`src/rtl/router_pkg.sv`:
```
// Shared widths and the request word carried from the ingress FIFO to the 4-port router.
package router_pkg;

  localparam int DATA_W    = 32;
  localparam int ADDR_W    = 2;
  localparam int NUM_PORTS = 4;

  typedef struct packed {
    logic [ADDR_W-1:0] addr;
    logic [DATA_W-1:0] data;
  } route_req_t;

endpackage

```
`src/rtl/router_ingress_fifo_sync_fifo.sv`:
```
// Generic route_req_t FIFO: storage, wrapping pointers and an occupancy count.
// Full and empty come from the count, so pointers never need an extra wrap bit.
module sync_fifo
  import router_pkg::*;
#(
  parameter  int DEPTH = 8,
  localparam int PTR_W = $clog2(DEPTH),
  localparam int LVL_W = PTR_W + 1
) (
  input  logic             clk,
  input  logic             rst_n,
  input  logic             clr_i,
  input  logic             push_i,
  input  route_req_t       wdata_i,
  input  logic             pop_i,
  output route_req_t       rdata_o,
  output logic [LVL_W-1:0] level_o,
  output logic             full_o,
  output logic             empty_o
);

  route_req_t       mem_q [DEPTH];
  logic [PTR_W-1:0] wr_ptr_q, wr_ptr_d;
  logic [PTR_W-1:0] rd_ptr_q, rd_ptr_d;
  logic [LVL_W-1:0] level_q, level_d;

  always_comb begin
    wr_ptr_d = wr_ptr_q;
    rd_ptr_d = rd_ptr_q;
    level_d  = level_q;
    if (clr_i) begin
      wr_ptr_d = '0;
      rd_ptr_d = '0;
      level_d  = '0;
    end else begin
      if (push_i) wr_ptr_d = wr_ptr_q + PTR_W'(1);
      if (pop_i)  rd_ptr_d = rd_ptr_q + PTR_W'(1);
      case ({push_i, pop_i})
        2'b10:   level_d = level_q + LVL_W'(1);
        2'b01:   level_d = level_q - LVL_W'(1);
        default: level_d = level_q;
      endcase
    end
  end

  always_ff @(posedge clk or negedge rst_n) begin
    if (!rst_n) begin
      wr_ptr_q <= '0;
      rd_ptr_q <= '0;
      level_q  <= '0;
    end else begin
      wr_ptr_q <= wr_ptr_d;
      rd_ptr_q <= rd_ptr_d;
      level_q  <= level_d;
    end
  end

  // Storage is not reset; only entries below the level are ever read.
  always_ff @(posedge clk) begin
    if (push_i && !clr_i) mem_q[wr_ptr_q] <= wdata_i;
  end

  assign rdata_o = mem_q[rd_ptr_q];
  assign level_o = level_q;
  assign full_o  = (level_q == LVL_W'(DEPTH));
  assign empty_o = (level_q == '0);

endmodule

```
`src/rtl/router_ingress_fifo.sv`:
```
// Ingress buffer ahead of the combinational router: valid/ready in, one registered
// din_en strobe with addr/din per issued word out, throttled by out_stall and cleared by flush.
module router_ingress_fifo
  import router_pkg::*;
#(
  parameter  int DEPTH = 8,
  localparam int LVL_W = $clog2(DEPTH) + 1
) (
  input  logic              clk,
  input  logic              rst_n,
  input  logic              in_valid,
  output logic              in_ready,
  input  logic [ADDR_W-1:0] in_addr,
  input  logic [DATA_W-1:0] in_data,
  input  logic              flush,
  input  logic              out_stall,
  output logic              din_en,
  output logic [ADDR_W-1:0] addr,
  output logic [DATA_W-1:0] din,
  output logic [LVL_W-1:0]  level
);

  route_req_t        wr_req, head;
  logic              full, empty, push, pop;
  logic              din_en_q, din_en_d;
  logic [ADDR_W-1:0] addr_q, addr_d;
  logic [DATA_W-1:0] din_q, din_d;

  // Ready ignores in_valid and sees no pop of the same edge: a full FIFO refuses even while draining.
  assign in_ready = rst_n && !full && !flush;
  assign push     = in_valid && in_ready;
  assign pop      = !flush && !out_stall && !empty;
  assign wr_req   = '{addr: in_addr, data: in_data};

  sync_fifo #(.DEPTH(DEPTH)) u_fifo (
    .clk     (clk),
    .rst_n   (rst_n),
    .clr_i   (flush),
    .push_i  (push),
    .wdata_i (wr_req),
    .pop_i   (pop),
    .rdata_o (head),
    .level_o (level),
    .full_o  (full),
    .empty_o (empty)
  );

  always_comb begin
    din_en_d = pop;
    addr_d   = addr_q;
    din_d    = din_q;
    if (pop) begin
      addr_d = head.addr;
      din_d  = head.data;
    end
  end

  always_ff @(posedge clk or negedge rst_n) begin
    if (!rst_n) begin
      din_en_q <= 1'b0;
      addr_q   <= '0;
      din_q    <= '0;
    end else begin
      din_en_q <= din_en_d;
      addr_q   <= addr_d;
      din_q    <= din_d;
    end
  end

  assign din_en = din_en_q;
  assign addr   = addr_q;
  assign din    = din_q;

endmodule

```
`config.mk`:
```
export PLATFORM = sky130hd
export DESIGN_NAME = router_ingress_fifo
export DESIGN_NICKNAME = d
export VERILOG_FILES = /design/src/rtl/router_pkg.sv /design/src/rtl/router_ingress_fifo_sync_fifo.sv /design/src/rtl/router_ingress_fifo.sv
export SDC_FILE = /design/constraint.sdc
export NUM_CORES = 1
export LEC_CHECK = 0
export CAP_MARGIN = 20
export CORE_MARGIN = 2
export CORE_UTILIZATION = 50
export CTS_CLUSTER_DIAMETER = 50
export DETAILED_ROUTE_END_ITERATION = 8
export PLACE_DENSITY = 0.69
export SLEW_MARGIN = 10
export SYNTH_ARGS = -nofsm -noshare
export SYNTH_HDL_FRONTEND = slang
export SYNTH_SLANG_ARGS = --single-unit
```
`constraint.sdc`:
```
create_clock -name clk -period 6 [get_ports clk]
set_clock_uncertainty 0.1 [all_clocks]
set_input_delay 1.8 -clock clk [delete_from_list [all_inputs] [get_ports clk]]
set_output_delay 1.8 -clock clk [all_outputs]
set_load 0.1 [all_outputs]
```
==> impl_metrics.ini <==
[cells_and_area]
diodes = 0
final_nets = 724
synthToLayoutAreaGrowth_pct = 19.8
drive_gt1_share_pct = 21.5
post-route-cell-area_sq_um = 14400

[synth]
synth_adder_area_share_pct = 0.584
synth_top_family_by_area = multiplexers
async_flop_share_pct = 14.2
synth_common_cells = 272 x edfxtp_1, 68 x mux4_2, 45 x dfrtp_1, 45 x nand2_1, 38 x o21ai_0
synth_most_common_cell = edfxtp_1
synth_area_per_cell_sq_um = 20.8
syn_area_sq_um = 12000
synth_compound_area_share_pct = 2.33
synth-edff-count = 272
synth_seq_cells = 317
yosys.area.top_type_share_pct = 68.0
synth-simple-area-share_pct = 2.48
yosysTopAreaCell = edfxtp_1
syn-instance-count = 578
synth_mux_area_share_pct = 15.6
synth.net_count = 622
synthDistinctLibCells = 34
synthXorXnorAreaFrac_pct = 0.448
yosys_warnings = 0
ys_seq_area_share_pct = 77.4
synth.area.top_cells = edfxtp_1 68%, mux4_2 13%, dfrtp_1 9.4%
synth_ff_type = edfxtp_1

[clock_tree]
cts-hold-fix-buffers = 0
post_cts_buffers = 0
cts.sinks = 317
clk_latency_ns = 0.51
path_clk_slew_ns = 0.05
cts.htree.levels = 2
cts-buffers-inserted = 35
cts_buffer_depth = 3
cts_tree = yes
cts_root_buf = clkbuf_16
cts_resized = 0

[global_routing]
grt_pass1_vias = 6034
grt_pass1_wl_mm = 34.8
grt_max_degree = 77
grt_usage_pct = 18.0
antenna_found_initial = 0
grt.overflow.total = 0

[timing]
finalSetupViolations = 0
hold_slack_ns = 0.375
worst_slack_ns = 0.855
max_freq_mhz = 194
hold_viol = 0
rsz0062_at_grt = false
slew_headroom_pct = 30.1
final_max_slew_viol_count = 0
period_share_pct = 85.7
worst_pin_slew_ns = 1.05
fin_setup_tns_ns = 0
period_minus_slack_ns = 5.14

[critical_path]
critical_path_arrival_ns = 3.24
endpoint_kind = output pin
crit_chain = clkdlybuf4s50_1 > nand2b_4 > a21oi_1 > buf_12
crit_fanout = 8
cpPeakStageDelay_ns = 0.54
crit_buf_inv = 2
path_delay_family = buffers and inverters
critPathLaunch = flush
slowest_stage = clkdlybuf4s50_1
r2r_start = u_fifo.level_o[3]
cp.required_ns = 4.10
worst-setup-path-type = input pin to output pin
cp-start-kind = input pin

[route]
wirelength_mm = 21.7
num_vias = 5624
drtPass1Iterations = 5
ant_nets = 0
wl_per_cell_microns = 21.1
routed_via_density = 5.48
drtIter0Drc = 468
drc = 0

[floorplan]
io_pins = 79
core_sq_um = 23500
num_rows = 56
fp.dieW_microns = 159
die-area_sq_um = 25300
start_util_pct = 51.0
die_h_microns = 159

[min_path]
hp-class = flop to flop
worstHoldStart = din[10]

[placed_design]
preCtsSetupSlack_ns = 0.885
place_hpwl_mm = 12.5
gp_congestion = 0.756
numPortBuffers = 78
placed_cell_area_sq_um = 13300

[pwr]
peakVddDrop_mv = 0.374
power_density_nw_per_um2 = 469
leakagePower_nw = 4.68

[status]
status = finished, final reports clean

[run]
maxCapViolCount = 0
-- worst register-to-register path, delay by kind of cell, from the launching register on --
kind / cells / cell delay, ns
adders and majority gates: 1 / 0.34
and+or+nand+nor: 4 / 1.30
DFF: 1 / 0.46
AOI/OAI and AO/OA: 4 / 0.82
-- power by group --
part	leakage, nW	internal, W	switching [W]	total (W)
sequential	3.01	0.00255	0.000209	0.00276
clock	0.547	0.00123	0.000836	0.00207
combinational	1.12	0.000593	0.00133	0.00192
total	4.68	0.00438	0.00237	0.00675
-- metal layers --
metal,track usage (%),up-vias,routed length (microns)
met5,0,-,0
met4,6.20,0,435
met2,29.7,143,10900
met3,3.52,26,1050
li1,-,2538,-
met1,24.4,2917,9300
-- state kept, by name, summed over array words and instances (netlist names) --
signal and count:
din_en 1, u_fifo.rd_ptr_q 3, addr 2, u_fifo.mem_q 272, u_fifo.wr_ptr_q 3, din 32, u_fifo.level_o 4
-- logic make-up after synthesis --
kind of cell,count (synthesis)
fa+ha+maj,5
flops,317
buf+inv,31
mux,102
xor+xnor,4
simple gates,69
compound gates,50
-- cell usage in the layout (no fill, tap or decap), types with 6 or more instances in the layout --
cell               n
clkbuf_1           7
edfxtp_1         272
buf_4             14
clkdlybuf4s50_1   76
mux2i_1           34
mux4_2            68
dfrtp_1           42
nor2_4             6
nand2_1           45
o21ai_0           38
clkbuf_16         35
clkinv_1           6
-- path summary, 6_finish.rpt --
path / cells past startpoint / slack, ns / to
setup reg to reg: 9 / 2.86 / u_fifo.level_o[3]
hold / removal: 2 / 0.37 / din[10]
hold reg to reg: 2 / 0.37 / din[10]
setup / recovery: 4 / 0.86 / in_ready
max in group asynchronous: 2 / 3.96 / u_fifo.rd_ptr_q[1]
min in group asynchronous: 2 / 1.36 / u_fifo.level_o[2]
-- metrics by stage --
| step | total power (W) | instances | util, % |
|---|---|---|---|
| after floorplan | 0.00426 | 578 | - |
| after global placement | 0.00472 | 962 | 56.3 |
| after detailed placement | 0.00475 | 962 | 56.3 |
| after CTS | 0.00683 | 1026 | 61.1 |
| after global routing | 0.00702 | 1026 | 61.1 |
| final | 0.00675 | 1026 | 61.1 |
-- area by class of cell --
type	instances	area (sq um)
flip-flops and latches	317	9300
inverters	3	11.3
multi-input cells	230	2640
repair buffers	93	911
clock buffers	43	916
clock inverters	21	204
well taps	319	399
fillers	1678	9160
(Power assumes the default switching activity.)
